`config.mk`:
```
export PLATFORM = sky130hd
export DESIGN_NAME = ghost_dir_planner_flat
export DESIGN_NICKNAME = d
export VERILOG_FILES = /design/src/rtl/ghost_dir_planner_pkg.sv /design/src/rtl/ghost_dir_planner_if.sv /design/src/rtl/ghost_dir_planner_lfsr16.sv /design/src/rtl/ghost_dir_planner.sv /design/src/flat_wrapper.sv
export SDC_FILE = /design/constraint.sdc
export NUM_CORES = 1
export LEC_CHECK = 0
export ABC_AREA = 1
export CAP_MARGIN = 20
export CELL_PAD_IN_SITES_DETAIL_PLACEMENT = 0
export CELL_PAD_IN_SITES_GLOBAL_PLACEMENT = 2
export CORE_ASPECT_RATIO = 0.6
export CORE_UTILIZATION = 30
export DETAILED_ROUTE_END_ITERATION = 6
export PLACE_DENSITY_LB_ADDON = 0.3
export SLEW_MARGIN = 20
export SYNTH_ARGS = -nofsm -noshare
export SYNTH_HDL_FRONTEND = slang
export SYNTH_SLANG_ARGS = --single-unit
```
`constraint.sdc`:
```
create_clock -name clk -period 2.6 [get_ports clk]
set_input_delay 0.26 -clock clk [delete_from_list [all_inputs] [get_ports clk]]
set_output_delay 0.26 -clock clk [all_outputs]
set_load 0.005 [all_outputs]
```
`src/rtl/ghost_dir_planner_pkg.sv`:
```
// Shared encodings for the ghost direction planner: directions, modes, handshake states.
package ghost_dir_planner_pkg;

  typedef enum logic [1:0] {
    DIR_UP    = 2'b00,
    DIR_DOWN  = 2'b01,
    DIR_LEFT  = 2'b10,
    DIR_RIGHT = 2'b11
  } dir_t;

  typedef enum logic [1:0] {
    MODE_SCATTER = 2'b00,
    MODE_CHASE   = 2'b01,
    MODE_FRIGHT  = 2'b10
  } mode_t;

  typedef enum logic [1:0] {
    ST_IDLE = 2'b00,
    ST_CALC = 2'b01,
    ST_PICK = 2'b10,
    ST_HOLD = 2'b11
  } state_t;

  // Opposite directions differ only in bit 0 (up/down, left/right).
  function automatic logic [1:0] reverse_dir(input logic [1:0] d);
    return d ^ 2'b01;
  endfunction

endpackage

```
`src/rtl/ghost_dir_planner_if.sv`:
```
// Direction handshake between the ghost mover (master) and the planner (slave).
interface ghost_dir_planner_if;
  logic       dir_req;
  logic       dir_ack;
  logic       dir_valid;
  logic [1:0] dir_out;

  modport master (output dir_req, output dir_ack, input dir_valid, input dir_out);
  modport slave  (input dir_req, input dir_ack, output dir_valid, output dir_out);
endinterface

```
`src/rtl/ghost_dir_planner_lfsr16.sv`:
```
// 16-bit Fibonacci LFSR, taps 16/14/13/11, free-running; reusable across ghosts via SEED.
module ghost_dir_planner_lfsr16 #(
  parameter logic [15:0] SEED = 16'hACE1
) (
  input  logic        clk,
  input  logic        rst_n,
  output logic [15:0] q_o
);
  logic [15:0] lfsr_q;
  logic        fb;

  assign fb  = lfsr_q[15] ^ lfsr_q[13] ^ lfsr_q[12] ^ lfsr_q[10];
  assign q_o = lfsr_q;

  always_ff @(posedge clk or negedge rst_n) begin
    if (!rst_n) lfsr_q <= SEED;
    else        lfsr_q <= {lfsr_q[14:0], fb};
  end
endmodule

```
`src/rtl/ghost_dir_planner.sv`:
```
// Ghost direction planner: mode timer, request/ack FSM and candidate-ranked direction choice.
module ghost_dir_planner
  import ghost_dir_planner_pkg::*;
#(
  parameter logic [9:0]  SCATTER_X     = 10'd16,
  parameter logic [8:0]  SCATTER_Y     = 9'd16,
  parameter logic [15:0] SCATTER_TICKS = 16'd420,
  parameter logic [15:0] CHASE_TICKS   = 16'd1200,
  parameter logic [15:0] FRIGHT_TICKS  = 16'd360,
  parameter logic [15:0] LFSR_SEED     = 16'hACE1
) (
  input  logic                clk,
  input  logic                rst_n,
  input  logic                tick_i,
  input  logic                power_pill_i,
  input  logic [9:0]          ghost_x_i,
  input  logic [8:0]          ghost_y_i,
  input  logic [1:0]          ghost_dir_i,
  input  logic                blocked_i,
  input  logic [9:0]          pac_x_i,
  input  logic [8:0]          pac_y_i,
  output logic [1:0]          mode_o,
  ghost_dir_planner_if.slave  dir_if
);

  logic [15:0] lfsr_q;
  logic        lfsr_unused;

  ghost_dir_planner_lfsr16 #(.SEED(LFSR_SEED)) u_lfsr (
    .clk   (clk),
    .rst_n (rst_n),
    .q_o   (lfsr_q)
  );
  assign lfsr_unused = ^lfsr_q[15:2];

  // ---------------- mode timer ----------------
  mode_t       mode_q, mode_d, saved_q, saved_d;
  logic [15:0] timer_q, timer_d, limit;

  always_comb begin
    mode_d  = mode_q;
    saved_d = saved_q;
    timer_d = timer_q;
    case (mode_q)
      MODE_SCATTER: limit = SCATTER_TICKS;
      MODE_CHASE:   limit = CHASE_TICKS;
      default:      limit = FRIGHT_TICKS;
    endcase
    if (power_pill_i) begin
      // Re-eating while frightened must not lose the mode to return to.
      mode_d  = MODE_FRIGHT;
      timer_d = '0;
      if (mode_q != MODE_FRIGHT) saved_d = mode_q;
    end else if (tick_i) begin
      if (timer_q == limit - 16'd1) begin
        timer_d = '0;
        case (mode_q)
          MODE_SCATTER: mode_d = MODE_CHASE;
          MODE_CHASE:   mode_d = MODE_SCATTER;
          default:      mode_d = saved_q;
        endcase
      end else begin
        timer_d = timer_q + 16'd1;
      end
    end
  end

  always_ff @(posedge clk or negedge rst_n) begin
    if (!rst_n) begin
      mode_q  <= MODE_SCATTER;
      saved_q <= MODE_SCATTER;
      timer_q <= '0;
    end else begin
      mode_q  <= mode_d;
      saved_q <= saved_d;
      timer_q <= timer_d;
    end
  end

  assign mode_o = mode_q;

  // ---------------- CALC: target deltas ----------------
  logic [9:0]         tx;
  logic [8:0]         ty;
  logic signed [10:0] dx_calc, dx_q;
  logic signed [9:0]  dy_calc, dy_q;
  logic               fright_q;
  logic [1:0]         rnd_q;
  state_t             state_q;

  assign tx      = (mode_q == MODE_CHASE) ? pac_x_i : SCATTER_X;
  assign ty      = (mode_q == MODE_CHASE) ? pac_y_i : SCATTER_Y;
  assign dx_calc = $signed({1'b0, tx}) - $signed({1'b0, ghost_x_i});
  assign dy_calc = $signed({1'b0, ty}) - $signed({1'b0, ghost_y_i});

  always_ff @(posedge clk) begin
    if (state_q == ST_CALC) begin
      dx_q     <= dx_calc;
      dy_q     <= dy_calc;
      fright_q <= (mode_q == MODE_FRIGHT);
      rnd_q    <= lfsr_q[1:0];
    end
  end

  // ---------------- PICK: ranked candidates ----------------
  logic [10:0] abs_dx, abs_dy;
  logic [1:0]  h_dir, v_dir, p_dir, s_dir, rev_g, pick;
  logic [1:0]  cand [4];
  logic        found;

  always_comb begin
    abs_dx = dx_q[10] ? 11'(-dx_q) : 11'(dx_q);
    abs_dy = {1'b0, (dy_q[9] ? 10'(-dy_q) : 10'(dy_q))};
    h_dir  = dx_q[10] ? DIR_LEFT : DIR_RIGHT;
    v_dir  = dy_q[9]  ? DIR_UP   : DIR_DOWN;
    if (abs_dx >= abs_dy) begin
      p_dir = h_dir;
      s_dir = v_dir;
    end else begin
      p_dir = v_dir;
      s_dir = h_dir;
    end
    if (fright_q) begin
      cand[0] = rnd_q;
      cand[1] = rnd_q + 2'd1;
      cand[2] = rnd_q + 2'd2;
      cand[3] = rnd_q + 2'd3;
    end else begin
      cand[0] = p_dir;
      cand[1] = s_dir;
      cand[2] = reverse_dir(s_dir);
      cand[3] = reverse_dir(p_dir);
    end
    // Reversal is the fallback; with all four directions ranked it is never actually needed.
    rev_g = reverse_dir(ghost_dir_i);
    pick  = rev_g;
    found = 1'b0;
    for (int i = 0; i < 4; i++) begin
      if (!found && cand[i] != rev_g && !(blocked_i && cand[i] == ghost_dir_i)) begin
        pick  = cand[i];
        found = 1'b1;
      end
    end
  end

  // ---------------- handshake FSM ----------------
  logic       dir_valid_q;
  logic [1:0] dir_out_q;

  always_ff @(posedge clk or negedge rst_n) begin
    if (!rst_n) begin
      state_q     <= ST_IDLE;
      dir_valid_q <= 1'b0;
      dir_out_q   <= DIR_UP;
    end else begin
      case (state_q)
        ST_IDLE: if (dir_if.dir_req) state_q <= ST_CALC;
        ST_CALC: state_q <= ST_PICK;
        ST_PICK: begin
          dir_out_q   <= pick;
          dir_valid_q <= 1'b1;
          state_q     <= ST_HOLD;
        end
        default: if (dir_if.dir_ack) begin
          dir_valid_q <= 1'b0;
          state_q     <= ST_IDLE;
        end
      endcase
    end
  end

  assign dir_if.dir_valid = dir_valid_q;
  assign dir_if.dir_out   = dir_out_q;

endmodule
```
`src/flat_wrapper.sv`:
```
// flat-port wrapper written by rule: the top's interface ports become plain ports
module ghost_dir_planner_flat import ghost_dir_planner_pkg::*;
#(
  parameter logic [9:0]  SCATTER_X     = 10'd16,
  parameter logic [8:0]  SCATTER_Y     = 9'd16,
  parameter logic [15:0] SCATTER_TICKS = 16'd420,
  parameter logic [15:0] CHASE_TICKS   = 16'd1200,
  parameter logic [15:0] FRIGHT_TICKS  = 16'd360,
  parameter logic [15:0] LFSR_SEED     = 16'hACE1
)
  (clk, rst_n, tick_i, power_pill_i, ghost_x_i, ghost_y_i, ghost_dir_i, blocked_i, pac_x_i, pac_y_i, mode_o, dir_if_dir_req, dir_if_dir_ack, dir_if_dir_valid, dir_if_dir_out);
  ghost_dir_planner_if dir_if_i ();
  input  logic clk;
  input  logic rst_n;
  input  logic tick_i;
  input  logic power_pill_i;
  input  logic [9:0] ghost_x_i;
  input  logic [8:0] ghost_y_i;
  input  logic [1:0] ghost_dir_i;
  input  logic blocked_i;
  input  logic [9:0] pac_x_i;
  input  logic [8:0] pac_y_i;
  output logic [1:0] mode_o;
  input wire logic [$bits(dir_if_i.dir_req)-1:0] dir_if_dir_req;
  input wire logic [$bits(dir_if_i.dir_ack)-1:0] dir_if_dir_ack;
  output wire logic [$bits(dir_if_i.dir_valid)-1:0] dir_if_dir_valid;
  output wire logic [$bits(dir_if_i.dir_out)-1:0] dir_if_dir_out;
  assign dir_if_i.dir_req = dir_if_dir_req;
  assign dir_if_i.dir_ack = dir_if_dir_ack;
  assign dir_if_dir_valid = dir_if_i.dir_valid;
  assign dir_if_dir_out = dir_if_i.dir_out;
  ghost_dir_planner #(.SCATTER_X(SCATTER_X), .SCATTER_Y(SCATTER_Y), .SCATTER_TICKS(SCATTER_TICKS), .CHASE_TICKS(CHASE_TICKS), .FRIGHT_TICKS(FRIGHT_TICKS), .LFSR_SEED(LFSR_SEED)) u_core (.clk(clk), .rst_n(rst_n), .tick_i(tick_i), .power_pill_i(power_pill_i), .ghost_x_i(ghost_x_i), .ghost_y_i(ghost_y_i), .ghost_dir_i(ghost_dir_i), .blocked_i(blocked_i), .pac_x_i(pac_x_i), .pac_y_i(pac_y_i), .mode_o(mode_o), .dir_if(dir_if_i));
endmodule
```
==> results.sh, run 1 <==
export IMPL_fmax_ghz=0.331
export IMPL_rsz0062_at_grt="yes"
export IMPL_use_met2=0.190
export IMPL_dpl_instance_area_um2=5380
export IMPL_clock_path_buffers=2
export IMPL_finalNonFillerCells=805
export IMPL_finalWeightedCongestion=0.817
export IMPL_critPathLaunch="u_core.dy_q[0]"
export IMPL_grtUsageMet1=0.217
export IMPL_die_area_um2=14600
export IMPL_vias=3432
export IMPL_dp_cells=781
export IMPL_timing_critical_path_arrival_ps=3260
export IMPL_synth_main_ff_cell="dfrtp_1"
export IMPL_synthTopCellsByArea="dfrtp_1 (20%), edfxtp_1 (17%), ha_1 (11%)"
export IMPL_stdcell_area_um2=5910
export IMPL_hold_class="input pin to async pin"
export IMPL_clock_latency_ps=340
export IMPL_ys_warn_count=0
export IMPL_yosys_top_cells_count="inv_1 (101), nand2_1 (66), nor2_1 (41)"
export IMPL_drcViolationCount=1
export IMPL_failed_checks="DRC, setup timing"
export IMPL_globalRoute_busiestLayer="met1"
export IMPL_status="finished, violations left"
export IMPL_grt_pass1_wl_mm=15.7
export IMPL_synth_top_cell_area_share=0.195
export IMPL_required_ps=2840
export IMPL_hold_viol=0
export IMPL_die_h_um=94.0
export IMPL_dp_slack_ps=-456
export IMPL_synth_cell_types=46
export IMPL_met3_usage=0.0452
export IMPL_grt_max_degree=42
export IMPL_leakage_nw=2.79
export IMPL_ir_worst_vdd_v=0.000296
export IMPL_fin_ws_ps=-421
export IMPL_synth_cells=489
export IMPL_worst_setup_path_type="flip-flop to flip-flop"
export IMPL_antenna_found_initial=0
export IMPL_fin_crit_sh=1.16
export IMPL_wl_mm=9.48
export IMPL_seq_area_frac_synth=0.415
export IMPL_die_w_um=155
export IMPL_tns_ps=-797
export IMPL_synth_edff_count=24
export IMPL_period_needed_ps=3020
export IMPL_cts_tree="built"
export IMPL_tightestPinTransition_ps=942
export IMPL_coreArea_um2=13700
export IMPL_synth_top_area_cell="dfrtp_1"
export IMPL_drive_gt1_frac=0.243
export IMPL_critPathCaptureType="flip-flop"
export IMPL_io_pins=52
export IMPL_async_flop_share=0.631
export IMPL_drv_slew=0
export IMPL_power_density_nw_per_um2=777
export IMPL_hold_buffers=0
export IMPL_wire_per_inst_um=11.8
export IMPL_syn_area_um2=4230
export IMPL_skew_ps=8.23
export IMPL_syn_avg_cell_area_um2=8.65
export IMPL_clk_pin_slew_ps=60
export IMPL_layout_nets=693
export IMPL_area_delta_synth_final_pct=39.9
export IMPL_hpwl_mm=7.38
export IMPL_gr_total_overflow=0
export IMPL_ant_nets=0
export IMPL_grt_pass1_vias=3286
export IMPL_yosys_cell_count_top_type="inv_1"
export IMPL_synth_seq_cells=65
export IMPL_synth_nets=574
export IMPL_root_buffer="clkbuf_16"
export IMPL_setup_viol=2
export IMPL_reg2reg_from="u_core.dy_q[0]"
export IMPL_track_usage=0.142
export IMPL_diodes=0
export IMPL_cts_inserted_buffers=9
export IMPL_cp_max_fo=4
export IMPL_viasPerCell=4.26
export IMPL_cp_start_kind="flip-flop"
export IMPL_holdWs_ps=57.1
export IMPL_dr_first_iter_drc_count=140
export IMPL_cap_viol_max_count=0
export IMPL_start_util=0.309
export IMPL_htree_num_levels=3
export IMPL_power_mw=4.60
export IMPL_max_slew_margin=0.372
export IMPL_port_buffers=51
export IMPL_cts_sinks=65
export IMPL_rows=33
export IMPL_drt_pass1_iterations=7
export IMPL_n_fill_cell=1380
export IMPL_fin_util=0.431
-- timing repair --
item / CTS / global route
endpoints found under the setup margin: 5 / 9
gates resized for setup: 9 / 31
pin swaps: 4 / 20
buffers inserted: 7 / 1
-- layout make-up --
class	instances	area, um2	share of cell area
multi-input cells	316	2220	0.376
flip-flops and latches	65	1760	0.297
repair buffers	111	956	0.162
inverters	105	395	0.0669
clock buffers	10	250	0.0423
well taps	192	240	0.0406
clock inverters	6	95.1	0.0161
-- layout by cell type, fill, tap and decap left out, types with 9 or more instances in the layout --
cell type,instances
nand2_1,60
nand2_2,11
xnor2_1,10
clkbuf_16,10
edfxtp_1,24
nor2_2,9
nor2_1,36
buf_4,60
dfrtp_1,33
clkdlybuf4s50_1,50
o21ai_0,16
a21oi_1,24
inv_1,97
xor2_1,28
ha_1,33
o21ai_1,9
-- flip-flops by register name, summed over array words and instances (netlist names), 2 cells and up --
| signal | cells |
|---|---|
| u_core.dy_q | 10 |
| u_core.timer_q | 16 |
| u_core.saved_q | 2 |
| u_core.u_lfsr.q_o | 16 |
| u_core.dir_if.dir_out | 2 |
| u_core.mode_o | 2 |
| u_core.state_q | 2 |
| u_core.rnd_q | 2 |
| u_core.dx_q | 11 |
-- path summary, 6_finish.rpt --
kind	endpoint	slack (ps)	depth (start not counted)
max	u_core.dir_if.dir_out[1]	-420	24
min	u_core.state_q[0]	60	1
max reg2reg	u_core.dir_if.dir_out[1]	-420	24
min reg2reg	u_core.u_lfsr.q_o[4]	350	0
max in group asynchronous	u_core.mode_o[0]	1950	1
min in group clk	u_core.u_lfsr.q_o[4]	350	0
-- cells by family (layout without fill, tap and decap cells) --
group / Yosys count / count (layout) / synth area share
buffers and inverters: 108 / 232 / 0.0962
xor gates and xnor gates: 39 / 39 / 0.0825
AOI/OAI and AO/OA: 73 / 73 / 0.0988
and+or+nand+nor: 166 / 166 / 0.191
adders and majority gates: 38 / 38 / 0.116
DFF: 65 / 65 / 0.415
-- worst max-delay path, stage by stage (launching register included) --
cell and delay, ps:
edfxtp_1 410, nor3_2 220, inv_2 70, nor3_4 170
inv_2 80, o31ai_4 230, xnor2_1 150, inv_1 60
ha_1 270, nand2_1 80, nor2_1 50, a21boi_1 150
nand2_1 80, nand2_2 120, nand3_4 110, nand2_4 100
nand2_2 60, nand2_2 70, nand3_2 60, nand2_2 90
clkinv_2 50, nand4_1 70, nand3_1 70, nand2_1 60
inv_1 30
-- power by group --
group          internal, mW  switching, mW  total [mW]
Combinational         0.813          0.946        1.76
Clock                 0.907          0.479        1.39
Sequential             1.31          0.141        1.45
-- routing by layer --
layer	vias up	wire length [um]
met5	-	0
met4	0	64
met3	7	357
met2	53	3580
met1	1552	5480
li1	1820	-
Note: power is estimated with default switching activity, not from simulation.
==> run 2: changes to the inputs <==
==> constraint.sdc (replaced) <==
create_clock -name clk -period 2.8 [get_ports clk]
set_input_delay 0.28 -clock clk [delete_from_list [all_inputs] [get_ports clk]]
set_output_delay 0.28 -clock clk [all_outputs]
set_load 0.005 [all_outputs]
==> run 2 against run 1 <==
Against the previous run: the flow still finishes with violations (DRC, setup timing); count of clock-buffer cells in the layout grew 2; wire length shrank 0.26%; final cell count shrank 2.5%; global-route usage grew 0.28 points; worst setup slack gained 210 ps; maximum frequency grew 0.47%; sequential cell count is the same; first-iteration DRC count grew 14%; die area is the same; power shrank 12%; clock power shrank 16%; critical path type unchanged; critical endpoint unchanged; largest cell class unchanged; largest power group unchanged.
==> results.sh, run 2 (synthesized netlist as in run 1, its figures left out) <==
export IMPL_status="finished, violations left"
export IMPL_failed_checks="DRC, setup timing"
export IMPL_switching_share=0.349
export IMPL_final_common_cell="inv_1"
export IMPL_skew_ps=7.79
export IMPL_slowest_delay_ps=410
export IMPL_die_w_um=155
export IMPL_ant_nets=0
export IMPL_period_needed_ps=3010
export IMPL_drt_pass1_iterations=6
export IMPL_layout_nets=673
export IMPL_required_ps=3030
export IMPL_coreArea_um2=13700
export IMPL_fin_ws_ps=-207
export IMPL_dr_first_iter_drc_count=160
export IMPL_drcViolationCount=2
export IMPL_worst_setup_path_type="flip-flop to flip-flop"
export IMPL_die_h_um=94.0
export IMPL_slowest_stage="edfxtp_1"
export IMPL_cap_viol_max_count=0
export IMPL_vias=3337
export IMPL_grt_max_degree=42
export IMPL_grt_pass1_wl_mm=16.0
export IMPL_diodes=0
export IMPL_hpwl_mm=7.34
export IMPL_cts_sinks=65
export IMPL_path_buf_inv=9
export IMPL_ir_worst_vdd_v=0.000292
export IMPL_cp_start_kind="flip-flop"
export IMPL_cts_inserted_buffers=9
export IMPL_timing_critical_path_arrival_ps=3240
export IMPL_max_slew_margin=0.384
export IMPL_root_buffer="clkbuf_16"
export IMPL_leakage_nw=2.66
export IMPL_cp_top_family="simple AND/OR/NAND/NOR gates"
export IMPL_viasPerCell=4.25
export IMPL_htree_num_levels=3
export IMPL_crit_chain="nor3_2 -> inv_1 -> nor3_2 -> buf_4 -> buf_4 -> buf_4 -> buf_4 -> buf_4 -> buf_4 -> buf_4 -> nand4_1 -> ha_1 -> nor2_2 -> nand3_4 -> o21ai_4 -> xor2_2 -> nand2_2 -> a21oi_2 -> nand3_1 -> nand2_1 -> inv_1"
export IMPL_cp_num_cells=21
export IMPL_cts_tree="built"
export IMPL_rows=33
export IMPL_layout_common_cells="inv_1 (99), nand2_1 (63), clkdlybuf4s50_1 (50), buf_4 (39), nor2_1 (38)"
export IMPL_finalWeightedCongestion=0.810
export IMPL_comb_power_share=0.378
export IMPL_clock_path_buffers=2
export IMPL_crit_path_frequent_cell="buf_4"
export IMPL_port_buffers=51
export IMPL_n_fill_cell=1388
export IMPL_drive_gt1_frac=0.196
export IMPL_power_internal_mw=2.63
export IMPL_fin_crit_sh=1.07
export IMPL_clock_latency_ps=340
export IMPL_io_pins=52
export IMPL_hold_buffers=0
export IMPL_rr_worst_depth=21
export IMPL_dp_cells=760
export IMPL_hold_class="input pin to async pin"
export IMPL_clkPwrFrac=0.289
export IMPL_track_usage=0.145
export IMPL_clk_pin_slew_ps=60
export IMPL_power_switching_mw=1.41
export IMPL_drv_slew=0
export IMPL_cp_max_fo=4
export IMPL_power_frac_seq=0.334
export IMPL_dp_slack_ps=-339
export IMPL_rsz0062_at_grt="yes"
export IMPL_finalNonFillerCells=785
export IMPL_grt_pass1_vias=3258
export IMPL_wire_per_inst_um=12.0
export IMPL_start_util=0.309
export IMPL_die_area_um2=14600
export IMPL_gr_total_overflow=0
export IMPL_power_density_nw_per_um2=712
export IMPL_setup_viol=2
export IMPL_area_delta_synth_final_pct=34.0
export IMPL_antenna_found_initial=0
export IMPL_fmax_ghz=0.333
export IMPL_critPathCaptureType="flip-flop"
export IMPL_tightestPinTransition_ps=923
export IMPL_hold_viol=0
export IMPL_wl_mm=9.46
[run 2: timing repair]
item / CTS / global route
resized for setup: 19 / 11
setup buffers: 8 / 1
setup endpoints to repair: 2 / 8
endpoints found under the hold margin: 0 / 0
gates cloned: 0 / 0
pin swaps: 11 / 5
[run 2: cell type report]
| type | instances | area, um2 | share of cell area |
|---|---|---|---|
| clock buffer | 12 | 289 | 0.0510 |
| tap | 192 | 240 | 0.0424 |
| timing repair buffer | 91 | 810 | 0.143 |
| clock inverter | 4 | 26.3 | 0.00464 |
| sequential | 65 | 1760 | 0.310 |
| inverter | 105 | 395 | 0.0698 |
| multi-input combinational | 316 | 2150 | 0.379 |
[run 2: path summary, 6_finish.rpt]
check / to / slack (ps) / start
max in group asynchronous: u_core.timer_q[14] / 2140 / rst_n
min: u_core.dir_if.dir_valid / 80 / rst_n
max reg2reg: u_core.dir_if.dir_out[1] / -210 / u_core.dy_q[1]
min reg2reg: u_core.u_lfsr.q_o[4] / 350 / u_core.u_lfsr.q_o[3]
min in group clk: u_core.u_lfsr.q_o[4] / 350 / u_core.u_lfsr.q_o[3]
max: u_core.dir_if.dir_out[1] / -210 / u_core.dy_q[1]
[run 2: power groups by stage]
stage                     sequential [mW]  clock [mW]  combinational (mW)
after floorplan                      1.33           0               0.943
after detailed placement             1.35           0                1.43
after global placement               1.34           0                1.40
final                                1.35        1.17                1.52
after global routing                 1.37        1.26                1.75
after CTS                            1.34        1.20                1.52
[run 2: routing by layer]
layer / GRT usage / wire length, um
met1: 0.213 / 5460
met3: 0.0401 / 338
met5: 0 / 0
met2: 0.199 / 3610
met4: 0.0547 / 49
[run 2: stage by stage]
stage                     hold slack, ps  cell area, um2  total power [mW]  setup TNS, ps  utilization
after floorplan                    -15.6            4230              2.28              0            -
after global placement               338            5190              2.74           -551        0.379
after detailed placement             344            5190              2.78           -661        0.379
after CTS                            111            5640              4.07           -230        0.411
after global routing                 155            5670              4.38           -852        0.413
final                               77.3            5670              4.04           -328        0.413
==> run 3: changes to the inputs <==
--- a/config.mk
+++ b/config.mk
@@ -13,7 +13,6 @@
 export CORE_UTILIZATION = 30
 export DETAILED_ROUTE_END_ITERATION = 6
 export PLACE_DENSITY_LB_ADDON = 0.3
-export SLEW_MARGIN = 20
 export SYNTH_ARGS = -nofsm -noshare
 export SYNTH_HDL_FRONTEND = slang
 export SYNTH_SLANG_ARGS = --single-unit
==> results of run 3 <==
Same layout as run 2: the final DEF is identical, and so are final timing and power.
